`config.mk`:
```
export PLATFORM = sky130hd
export DESIGN_NAME = load_store_unit
export DESIGN_NICKNAME = d
export VERILOG_FILES = /design/src/rtl/load_store_unit.sv
export SDC_FILE = /design/constraint.sdc
export NUM_CORES = 1
export LEC_CHECK = 0
export BUFFER_PORTS_ARGS = -buffer_cell sky130_fd_sc_hd__buf_2
export CORE_MARGIN = 4
export CORE_UTILIZATION = 35
export DETAILED_ROUTE_END_ITERATION = 6
export GPL_TIMING_DRIVEN = 0
export PLACE_DENSITY_LB_ADDON = 0.08
export SLEW_MARGIN = 20
export SYNTH_ARGS = -nofsm -noshare
export SYNTH_HDL_FRONTEND = slang
export SYNTH_SLANG_ARGS = --single-unit
```
`constraint.sdc`:
```
create_clock -name clk -period 2.4 [get_ports clk]
set_input_delay 0.24 -clock clk [delete_from_list [all_inputs] [get_ports clk]]
set_output_delay 0.24 -clock clk [all_outputs]
set_load 0.01 [all_outputs]
```
`src/rtl/load_store_unit.sv`:
```
// rtl/load_store_unit.sv - memory-access stage: base+imm addressing, aligned B/H/W loads and stores, extended write-back
module load_store_unit #(
    parameter int TIMEOUT_CYCLES = 255
) (
    input  logic        clk,
    input  logic        rst_n,
    input  logic        req_valid,
    output logic        req_ready,
    input  logic        req_is_store,
    input  logic [2:0]  funct3,
    input  logic [31:0] base,
    input  logic [31:0] imm,
    input  logic [31:0] store_data,
    output logic        mem_req_valid,
    input  logic        mem_req_ready,
    output logic [31:0] mem_addr,
    output logic        mem_we,
    output logic [3:0]  mem_wstrb,
    output logic [31:0] mem_wdata,
    input  logic        mem_rsp_valid,
    input  logic [31:0] mem_rdata,
    output logic        wb_valid,
    output logic [31:0] wb_data,
    output logic        done,
    output logic        err_misalign,
    output logic        err_timeout,
    output logic        stall
);

    localparam logic [1:0] IDLE     = 2'd0;
    localparam logic [1:0] ISSUE    = 2'd1;
    localparam logic [1:0] WAIT_RSP = 2'd2;
    localparam logic [1:0] FINISH   = 2'd3;

    localparam logic [16:0] TIMEOUT_LIMIT = 17'(TIMEOUT_CYCLES);

    logic [1:0]  state;
    logic [31:0] ea_q;
    logic [31:0] sdata_q;
    logic [2:0]  f3_q;
    logic        store_q;
    logic [15:0] cnt;
    logic [31:0] wb_data_q;
    logic        fin_wb;
    logic        fin_mis;
    logic        fin_to;

    logic [31:0] ea_next;
    logic        req_illegal;
    logic        cnt_hit;
    logic [3:0]  strb;
    logic [31:0] wdata;
    logic [7:0]  rbyte;
    logic [15:0] rhalf;
    logic [31:0] load_result;

    assign ea_next = base + imm;
    assign cnt_hit = ({1'b0, cnt} + 17'd1) >= TIMEOUT_LIMIT;

    // Unknown width codes and "unsigned" stores are rejected alongside misalignment.
    always_comb begin
        req_illegal = 1'b0;
        case (funct3)
            3'b000, 3'b100: req_illegal = 1'b0;
            3'b001, 3'b101: req_illegal = ea_next[0];
            3'b010:         req_illegal = (ea_next[1:0] != 2'b00);
            default:        req_illegal = 1'b1;
        endcase
        if (req_is_store && funct3[2]) begin
            req_illegal = 1'b1;
        end
    end

    always_comb begin
        strb  = 4'b1111;
        wdata = sdata_q;
        case (f3_q[1:0])
            2'b00: begin
                strb  = 4'b0001 << ea_q[1:0];
                wdata = {4{sdata_q[7:0]}};
            end
            2'b01: begin
                strb  = 4'b0011 << ea_q[1:0];
                wdata = {2{sdata_q[15:0]}};
            end
            default: begin
                strb  = 4'b1111;
                wdata = sdata_q;
            end
        endcase
    end

    always_comb begin
        rbyte = mem_rdata[7:0];
        case (ea_q[1:0])
            2'b00:   rbyte = mem_rdata[7:0];
            2'b01:   rbyte = mem_rdata[15:8];
            2'b10:   rbyte = mem_rdata[23:16];
            default: rbyte = mem_rdata[31:24];
        endcase
        rhalf = ea_q[1] ? mem_rdata[31:16] : mem_rdata[15:0];
        case (f3_q[1:0])
            2'b00:   load_result = {{24{~f3_q[2] & rbyte[7]}}, rbyte};
            2'b01:   load_result = {{16{~f3_q[2] & rhalf[15]}}, rhalf};
            default: load_result = mem_rdata;
        endcase
    end

    always_ff @(posedge clk or negedge rst_n) begin
        if (!rst_n) begin
            state     <= IDLE;
            ea_q      <= 32'd0;
            sdata_q   <= 32'd0;
            f3_q      <= 3'd0;
            store_q   <= 1'b0;
            cnt       <= 16'd0;
            wb_data_q <= 32'd0;
            fin_wb    <= 1'b0;
            fin_mis   <= 1'b0;
            fin_to    <= 1'b0;
        end else begin
            case (state)
                IDLE: begin
                    fin_wb  <= 1'b0;
                    fin_mis <= 1'b0;
                    fin_to  <= 1'b0;
                    if (req_valid) begin
                        ea_q    <= ea_next;
                        sdata_q <= store_data;
                        f3_q    <= funct3;
                        store_q <= req_is_store;
                        if (req_illegal) begin
                            fin_mis <= 1'b1;
                            state   <= FINISH;
                        end else begin
                            state <= ISSUE;
                        end
                    end
                end
                ISSUE: begin
                    if (mem_req_ready) begin
                        if (store_q) begin
                            state <= FINISH;
                        end else begin
                            cnt   <= 16'd0;
                            state <= WAIT_RSP;
                        end
                    end
                end
                WAIT_RSP: begin
                    // A response on the final counted cycle still wins over the timeout.
                    if (mem_rsp_valid) begin
                        wb_data_q <= load_result;
                        fin_wb    <= 1'b1;
                        state     <= FINISH;
                    end else if (cnt_hit) begin
                        wb_data_q <= 32'd0;
                        fin_to    <= 1'b1;
                        state     <= FINISH;
                    end else begin
                        cnt <= cnt + 16'd1;
                    end
                end
                default: begin
                    fin_wb  <= 1'b0;
                    fin_mis <= 1'b0;
                    fin_to  <= 1'b0;
                    state   <= IDLE;
                end
            endcase
        end
    end

    assign req_ready     = (state == IDLE);
    assign stall         = (state != IDLE);
    assign mem_req_valid = (state == ISSUE);
    assign mem_addr      = mem_req_valid ? {ea_q[31:2], 2'b00} : 32'd0;
    assign mem_we        = mem_req_valid & store_q;
    assign mem_wstrb     = mem_we ? strb : 4'd0;
    assign mem_wdata     = mem_we ? wdata : 32'd0;
    assign done          = (state == FINISH);
    assign wb_valid      = done & fin_wb;
    assign err_misalign  = done & fin_mis;
    assign err_timeout   = done & fin_to;
    assign wb_data       = wb_data_q;

endmodule

```
* Yosys cells after proc, flatten, opt, wreduce, memory -nomap -nowiden
Cells that the tools add are included.
Word-level totals: register bits 121, bits of input ports 137, output and inout bits 108, word-level logic and storage cells 92
Operators by class: add/subtract/negate cells 3, magnitude comparators 1, equality and inequality tests 18, shift-type cells 2, muxes and demuxes 32, bitwise logic cells 8, reductions and logical operators 18
Operator list (count):
- two-way mux 32 bit | 4
- case mux 32 bit (2 select lines) | 2
- two-way mux 16 bit | 5
- adder 32 bit | 1
- case mux 16 bit (2 select lines) | 1
- case mux 8 bit (3 select lines) | 1
- adder 16 x 1 -> 17 bit (second input constant) | 1
- greater-or-equal comparator 17 x 8 -> 1 bit (second input constant) | 1
- adder 16 x 1 -> 16 bit (second input constant) | 1
- inequality test 2 bit (second input constant) | 6
- two-way mux 2 bit | 5
- case mux 4 bit (2 select lines) | 1
- nonzero test 2 bit | 4
- two-way mux 1 bit | 7
- bitwise AND 1 bit | 6
- equality test 2 x 1 -> 1 bit (second input constant) | 3
- equality test 2 bit (second input constant) | 3
- equality test 3 bit (second input constant) | 2
- zero test 2 bit | 3
- case mux 1 bit (2 select lines) | 3
- case mux 2 bit (3 select lines) | 1
- AND reduction 2 bit | 3
- AND reduction 3 bit | 2
- OR reduction 2 bit | 3
- other kinds (12) | 13

* Depth between registers and ports, before layout
Gate-level depths: netlist of the first run.
depth after elaboration 7, depth in mapped cells 12, mapped depth without buffers 11

* Worst setup path before layout of the first run
No wires, ideal clock.
path type input to register, start in base[0], end reg ea_q[26], setup time 0.069 ns, data arrival time 2.226 ns, data required time 2.331 ns, path slack 0.105 ns, stages 11, buffers on the path 0, path through ha_1 > inv_1 > fa_1 > nand2b_1 > a21oi_1 > o32a_1 > o221a_4 > o21a_1 > o21ai_1 > a2111o_1 > nand3_1
On the way: word-level cells in the longest chain between the ends 1
Ends and longest elaborated chain:
- start, declared | line 11 | input logic [31:0] base,
- adder 32 bit | line 57 | assign ea_next = base + imm;
- end signal, assigned | line 128 | ea_q <= ea_next;
- end, declared | line 38 | logic [31:0] ea_q;
No other way between the ends. A chain may end at the register's enable or synchronous reset.

* Worst setup path after layout of the first run
start reg cnt[0], end reg cnt[3]
On the way: word-level cells in the longest chain between the ends 4, elaborated cells on any way between the ends 8, those cells by class 2 x add/sub; 1 x order compare; 1 x eq/ne; 3 x mux; 1 x reduce/logical
Ends and longest elaborated chain:
- start, declared | line 42 | logic [15:0] cnt;
- start signal, assigned | line 161 | cnt <= cnt + 16'd1;
- adder 16 x 1 -> 17 bit or adder 16 x 1 -> 16 bit (tied branches) | line 58, 161
- greater-or-equal comparator 17 x 8 -> 1 bit or two-way mux 16 bit (tied branches) | line 58, 156
- inequality test 2 bit (no source line) or two-way mux 16 bit (tied branches)
- AND reduction 5 bit (no source line) or case mux 16 bit (2 select lines) (tied branches)
Parallel ways exist; a longest one is shown, timed or not. The select of a mux whose other input is x is not followed.

==> results of run 1 <==
==> cell families after synthesis <==
logic type	Yosys count	share of synthesized area (%)
and+or+nand+nor	310	19.24
AOI/OAI and AO/OA	245	19.84
DFF	121	38.38
muxes	72	10.04
buffers and inverters	72	3.679
adders and majority gates	38	6.121
xor gates and xnor gates	24	2.664
other	1	0.04753
==> timing repair <==
item / in CTS / in global routing
endpoints found under the setup margin: 108 / 135
gates cloned: 0 / 2
pin swaps: 0 / 11
gates resized for setup: 18 / 71
hold buffers: 1 / 0
setup buffers: 2 / 5
hold endpoints to repair: 37 / 0
==> area by class of cell <==
cell class                 instances  area (sq um)  share of cell area, %
antenna                            2         5.005                0.04800
buffer                            45         259.0                  2.484
clock buffer                      23         488.0                  4.680
clock inverter                     8         117.6                  1.128
inverter                          25         93.84                 0.9000
multi-input combinational        691          4715                  45.22
sequential                       121          3030                  29.07
tap                              280         350.3                  3.360
timing repair buffer             253          1368                  13.12
==> worst max-delay path: cells and delay by family (launching register included) <==
kind | cells | cell delay, ps
fa+ha+maj | 1 | 170
compound gates | 4 | 610
simple gates | 3 | 400
flops | 1 | 400
xor+xnor | 1 | 190
buf+inv | 4 | 500
==> registers in the layout, indices dropped and copies added, names as in the netlist, 2 cells and up <==
register and count:
sdata_q 32, f3_q 3, state 2, cnt 16
ea_q 32, wb_data 32
==> worst min-delay path by stage <==
stage / endpoint / startpoint / cells past startpoint / slack, ps
after floorplan: cnt[0] / rst_n / 0 / -60
after CTS: sdata_q[17] / store_data[17] / 2 / 40
after global placement: wb_data[3] / wb_data[3] / 2 / 450
final: sdata_q[5] / store_data[5] / 2 / 60
after global routing: sdata_q[31] / store_data[31] / 2 / 50
after detailed placement: wb_data[27] / rst_n / 1 / 130
==> metrics by stage <==
stage | std cells | power [uW] | worst slack (ps) | TNS, ps
3_5_place_dp | 1407 | 8544 | -501.1 | -11670
5_1_grt | 1448 | 12360 | -165.9 | -4584
4_1_cts | 1440 | 11260 | 0.8351 | 0
2_1_floorplan | 884 | 6682 | 105.4 | 0
3_3_place_gp | 1406 | 8497 | -646.0 | -87850
6_report | 1448 | 11490 | 8.920 | 0
==> Yosys cell counts (all sizes together), types with 3 or more instances <==
library cell | instances | area [sq um]
o21ai | 75 | 375.4
nor2 | 70 | 262.8
clkbuf | 29 | 108.9
nand2b | 13 | 81.33
and3 | 10 | 62.56
xnor2 | 13 | 113.9
ha | 37 | 462.9
xor2 | 11 | 96.34
and4 | 3 | 26.28
o21a | 7 | 52.55
or2 | 5 | 31.29
a211o | 6 | 52.55
nor4b | 3 | 26.28
a21o | 30 | 225.2
or3 | 4 | 25.02
o31ai | 6 | 45.04
a31oi | 9 | 56.30
nor2b | 11 | 68.82
dfrtp | 121 | 3028
o211ai | 8 | 65.06
nor3 | 13 | 75.07
a21oi | 62 | 310.3
a22o | 3 | 26.28
nor3b | 3 | 22.52
nor4 | 4 | 31.28
o22ai | 7 | 43.79
nand3 | 12 | 65.06
buf | 18 | 87.58
nand4 | 3 | 25.02
and2 | 38 | 237.7
a211oi | 5 | 42.54
nand2 | 113 | 429.2
inv | 25 | 93.84
mux2i | 24 | 240.2
mux2 | 47 | 529.3
==> per-layer routing <==
metal	vias to the layer above	share of wire (%)	wire, um
met4	2	1.5	389
met1	3471	46	11540
met2	183	48	12090
met5	-	0.048	12
li1	3692	-	-
met3	27	4.4	1105
==> where the power goes <==
group | leakage, uW | internal (uW) | switching, uW | total, uW
Clock | 0.000299 | 1730 | 874 | 2600
Combinational | 0.00343 | 2310 | 3050 | 5370
Sequential | 0.00151 | 2910 | 602 | 3520
Total | 0.00523 | 6960 | 4530 | 11500
==> flow_metrics.py, run 1 <==
metrics = {
    "min_path": {
        "worst_hold_class": "primary input to flip-flop",
    },
    "floorplan": {
        "die_h_um": 158.1,
        "core_outline_area_sq_um": 22030,
        "row_count": 54,
        "ioPinCount": 245,
        "die_area_sq_um": 25010,
        "fp.dieW_um": 158.1,
        "floorplan.initialDensity_pct": 35.82,
    },
    "worst_setup_path": {
        "timing.critical_path.to_type": "flip-flop",
        "critPathLaunchType": "flip-flop",
        "timing.rr.start": "cnt[0]",
        "cp.required_ps": 2690,
        "timing.critical_path.fanout_max": 7,
        "crit_path_capture": "cnt[3]",
        "worstSetupPathType": "flip-flop to flip-flop",
        "worst-r2r-cell-count": 13,
        "arrival_ps": 2680,
        "critical_path.max_stage_delay_ps": 400,
        "worst_r2r_endpoint": "cnt[3]",
        "worst_setup_path_start": "cnt[0]",
        "critical_path.cell_chain": "buf_6 -> ha_4 -> buf_12 -> xnor2_1 -> nor4b_2 -> o211ai_1 -> o211ai_2 -> a211oi_2 -> nand2b_4 -> buf_8 -> and2_4 -> buf_6 -> o22ai_1",
        "crit_path_frequent_cell": "sky130_fd_sc_hd__buf_6",
        "timing.critical_path.slowest_stage_cell": "sky130_fd_sc_hd__dfrtp_1",
        "worst-r2r-setup-slack_ps": 9,
    },
    "sta": {
        "final.period_utilization_pct": 99.63,
        "worst_slew_margin_rel_pct": 42.68,
        "timing_hold_violations_final": 0,
        "max_slew.worst_pin.slew_ps": 856.7,
        "clock-skew-final_ps": 12.12,
        "rsz_0062_raised_after_global_routing": "yes",
        "fin_worst_hold_slack_ps": 61.56,
        "fin_crit_ps": 2391,
        "timing.final.max_slew_violations": 0,
        "setup_violations": 0,
        "clock.fmax_mhz": 418.2,
    },
    "cts": {
        "cts_max_level": 4,
        "clockRootBuffer": "sky130_fd_sc_hd__clkbuf_16",
        "clk_latency_ps": 410,
        "cts.clk_slew.worst_paths_ps": 50,
        "clock_tree.buffer_depth": 2,
        "cts_tree": "yes",
        "clock_sink_count": 121,
        "cts_made_buffers": 17,
    },
    "layout": {
        "post-route-cell-area_sq_um": 10430,
        "layout_commonest_cell": "sky130_fd_sc_hd__buf_2",
        "final.fill_count": 2220,
        "num-nets-final": 1329,
        "layout.cells.most_common_list": "sky130_fd_sc_hd__buf_2 (244), sky130_fd_sc_hd__dfrtp_1 (119), sky130_fd_sc_hd__nand2_1 (101), sky130_fd_sc_hd__nor2_1 (69), sky130_fd_sc_hd__a21oi_1 (61)",
        "area_delta_synth_final_pct": 32.14,
        "final_standard_cell_utilization_of_the_core_pct": 47.34,
        "final_layout_size_suffix_gt1_share_pct": 34.31,
    },
    "power": {
        "power.density_cell_area_nw_per_um2": 1102,
        "max_ir_drop_vdd_mv": 0.6456,
        "p_leak_uw": 0.005234,
    },
    "synth": {
        "syn-instance-count": 883,
        "postSynth.topFlopCell": "sky130_fd_sc_hd__dfrtp_1",
        "mappedNetlistArea_sq_um": 7890,
        "synthesis.yosys.warnings": 0,
        "synth.yosys.seq_area_share_pct": 38.38,
        "synth-seq-cells": 121,
        "number_of_synthesized_flops_with_an_enable_pin": 0,
        "synthArstFlopShare_pct": 100.0,
        "syn_avg_cell_area_sq_um": 8.936,
        "netlist-cell-type-count": 74,
    },
    "placement": {
        "io_buffers": 242,
        "gp_routability_congestion": 0.8236,
        "dp_wirelength_mm": 19.38,
        "dpl_cell_area_sq_um": 9493,
    },
    "job": {
        "cap_violations": 0,
    },
    "global_routing": {
        "global_route.usage.total_pct": 19.57,
        "grt_remaining_overflow": 0,
        "largest_net_degree_at_the_start_of_global_routing": 85,
        "first_pass_grt_wire_length_mm": 38.55,
        "antenna_found_initial": 3,
        "grt_most_used_layer": "met2",
        "groute.layer.met1.usage_pct": 26.68,
        "gr-usage-met2_pct": 32.01,
        "grt_util_met3_pct": 3.198,
        "via_count_of_the_first_global_routing_pass": 7271,
    },
    "status": {
        "status": "finished clean",
    },
    "drt": {
        "num_vias": 7375,
        "routed_wire_length_per_instance_um": 17.36,
        "wl_mm": 25.13,
        "ant_nets": 0,
        "post-route-drc-count": 0,
        "route.detailed.vias_per_inst": 5.093,
        "detail_route.first_pass.iterations": 5,
        "dr.first_iter.drc_count": 359,
    },
}
Power figures use the tool's default switching activity.
==> run 2: changes to the inputs <==
Settings changed: CORE_UTILIZATION 35 to 47.
==> run 2 against run 1 <==
First-iteration DRC count rose by 23%. Core utilization up 14 points. Maximum frequency rose by 3.2%. Total power down 0.66%. Clock power rose by 11%. Combinational power is 6.5% lower. Register-to-register slack improved by 70 ps. Worst hold slack worse by 13 ps. Flip-flop and latch count stayed put.
==> flow_metrics.py, run 2 (synthesized netlist as in run 1, its figures left out) <==
metrics = {
    "power": {
        "cell_internal_pwr_uw": 6886,
        "share_seq_of_total_power_pct": 30.8,
        "netSwitchingPower_uw": 4528,
        "power.density_cell_area_nw_per_um2": 1122,
        "clkPwrFrac_pct": 25.3,
        "p_leak_uw": 0.005141,
        "max_ir_drop_vdd_mv": 0.6350,
        "share_comb_of_total_power_pct": 44.0,
        "p_sw_share_pct": 39.67,
    },
    "worst_setup_path": {
        "timing.critical_path.fanout_max": 10,
        "critical_path.cell_chain": "inv_1 -> ha_1 -> o21ba_2 -> nor4b_2 -> o211ai_1 -> o211ai_2 -> a211oi_2 -> nand2b_1 -> buf_4 -> buf_4 -> a21o_1",
        "worst_setup_path_start": "cnt[0]",
        "arrival_ps": 2610,
        "crit_path_capture": "wb_data[10]",
        "worst-r2r-setup-slack_ps": 80,
        "timing.critical_path.to_type": "flip-flop",
        "critical_path.max_stage_delay_ps": 420,
        "worst-r2r-cell-count": 11,
        "crit_path_frequent_cell": "sky130_fd_sc_hd__buf_4",
        "worstSetupPathType": "flip-flop to flip-flop",
        "worst_r2r_endpoint": "wb_data[10]",
        "timing.rr.start": "cnt[0]",
        "cp.required_ps": 2700,
        "critPathLaunchType": "flip-flop",
        "timing.critical_path.slowest_stage_cell": "sky130_fd_sc_hd__dfrtp_2",
    },
    "layout": {
        "area_delta_synth_final_pct": 28.88,
        "final_layout_size_suffix_gt1_share_pct": 32.82,
        "final.fill_count": 1471,
        "multi_input_comb_area_sq_um": 4631,
        "num-nets-final": 1320,
        "layout_commonest_cell": "sky130_fd_sc_hd__buf_2",
        "n_antenna_cell": 0,
        "seqCellArea_sq_um": 3030,
        "layout.cells.most_common_list": "sky130_fd_sc_hd__buf_2 (245), sky130_fd_sc_hd__dfrtp_1 (119), sky130_fd_sc_hd__nand2_1 (110), sky130_fd_sc_hd__o21ai_0 (69), sky130_fd_sc_hd__nor2_1 (67)",
        "layoutNonFillerInstCount": 1378,
    },
    "drt": {
        "num_vias": 7411,
        "route.detailed.vias_per_inst": 5.378,
        "routed_wire_length_per_instance_um": 17.05,
        "detail_route.first_pass.iterations": 5,
        "dr.first_iter.drc_count": 443,
        "ant_nets": 0,
        "wl_mm": 23.50,
        "post-route-drc-count": 0,
    },
    "cts": {
        "cts_tree": "yes",
        "cts_made_buffers": 17,
        "cts_max_level": 4,
        "cts.clk_slew.worst_paths_ps": 60,
        "clock_tree.buffer_depth": 2,
        "clk_latency_ps": 420,
        "clockRootBuffer": "sky130_fd_sc_hd__clkbuf_16",
        "clock_sink_count": 121,
    },
    "placement": {
        "dp_wirelength_mm": 18.16,
        "preCtsSetupSlack_ps": -346.7,
        "io_buffers": 242,
        "placedCellCount": 1347,
        "gp_routability_congestion": 0.8812,
    },
    "job": {
        "cap_violations": 0,
    },
    "sta": {
        "fin_crit_ps": 2317,
        "timing_hold_violations_final": 0,
        "fin_worst_hold_slack_ps": 48.66,
        "clock-skew-final_ps": 12.48,
        "rsz_0062_raised_after_global_routing": "yes",
        "clock.fmax_mhz": 431.7,
        "setup_violations": 0,
        "fin_ws_ps": 83.41,
        "max_slew.worst_pin.slew_ps": 869.9,
        "timing.final.max_slew_violations": 0,
        "worst_slew_margin_rel_pct": 41.80,
        "final.period_utilization_pct": 96.52,
    },
    "global_routing": {
        "antenna_found_initial": 0,
        "largest_net_degree_at_the_start_of_global_routing": 63,
        "global_route.usage.total_pct": 24.48,
        "grt_remaining_overflow": 0,
        "first_pass_grt_wire_length_mm": 36.43,
        "via_count_of_the_first_global_routing_pass": 7103,
    },
    "floorplan": {
        "core_outline_area_sq_um": 16520,
        "row_count": 47,
        "floorplan.initialDensity_pct": 47.75,
        "die_h_um": 137.6,
        "fp.dieW_um": 137.6,
        "die_area_sq_um": 18920,
        "ioPinCount": 245,
    },
    "min_path": {
        "worst_hold_class": "primary input to flip-flop",
        "hold_start": "store_data[6]",
    },
    "status": {
        "status": "finished clean",
    },
}
[run 2: area by class of cell]
cell class                      instances  area share [%]
Tap cell                              220           2.707
Sequential cell                       121           29.80
Buffer                                 44           2.104
Inverter                               25          0.9228
Multi-Input combinational cell        691           45.54
Clock inverter                         15           2.326
Timing Repair Buffer                  245           12.42
Clock buffer                           17           4.184
[run 2: what timing repair did]
item                       CTS  global route
pin swaps                    0             1
setup buffers                0             1
hold buffers                 1             0
gates resized for setup     22            20
setup endpoints to repair  109            82
cloned                       0             0
hold endpoints to repair    61             0
[run 2: power groups by stage]
stage	Clock (uW)	Combinational [uW]	Sequential, uW
global route	3030	5560	3610
detailed placement	0	4990	3490
floorplan	0	3230	3450
finish	2880	5020	3510
global placement	0	4930	3460
CTS	2920	5000	3500
[run 2: critical path: cells and delay by family, from the launching register on]
kind | cells | cell delay, ps
and+or+nand+nor | 2 | 350
buffers and inverters | 3 | 430
DFF | 1 | 420
adders and majority gates | 1 | 310
AOI/OAI and AO/OA | 5 | 690
[run 2: per-stage QoR]
stage | util, % | setup TNS (ps) | cell area (sq um) | power [uW]
6_report | 61.54 | 0 | 10170 | 11410
5_1_grt | 61.54 | -1137 | 10170 | 12200
4_1_cts | 61.26 | 0 | 10120 | 11420
3_5_place_dp | 56.97 | -9410 | 9414 | 8477
3_3_place_gp | 56.77 | -72120 | 9380 | 8382
2_1_floorplan | - | 0 | 7894 | 6682
[run 2: worst min path at each step]
| stage | endpoint | slack [ps] | cells after the start |
|---|---|---|---|
| 4_1_cts | sdata_q[6] | 40 | 2 |
| 2_1_floorplan | cnt[0] | -60 | 0 |
| 5_1_grt | sdata_q[12] | 40 | 2 |
| 3_3_place_gp | wb_data[3] | 450 | 2 |
| 6_report | sdata_q[6] | 50 | 2 |
| 3_5_place_dp | wb_data[20] | 260 | 1 |
[run 2: layer usage]
layer | vias to the layer above | share of wire [%] | track usage [%]
met2 | 258 | 47 | 41.02
met1 | 3461 | 45 | 32.95
met3 | 19 | 6.8 | 3.871
li1 | 3673 | - | -
met4 | 0 | 1.2 | 6.652
met5 | - | 0 | 0
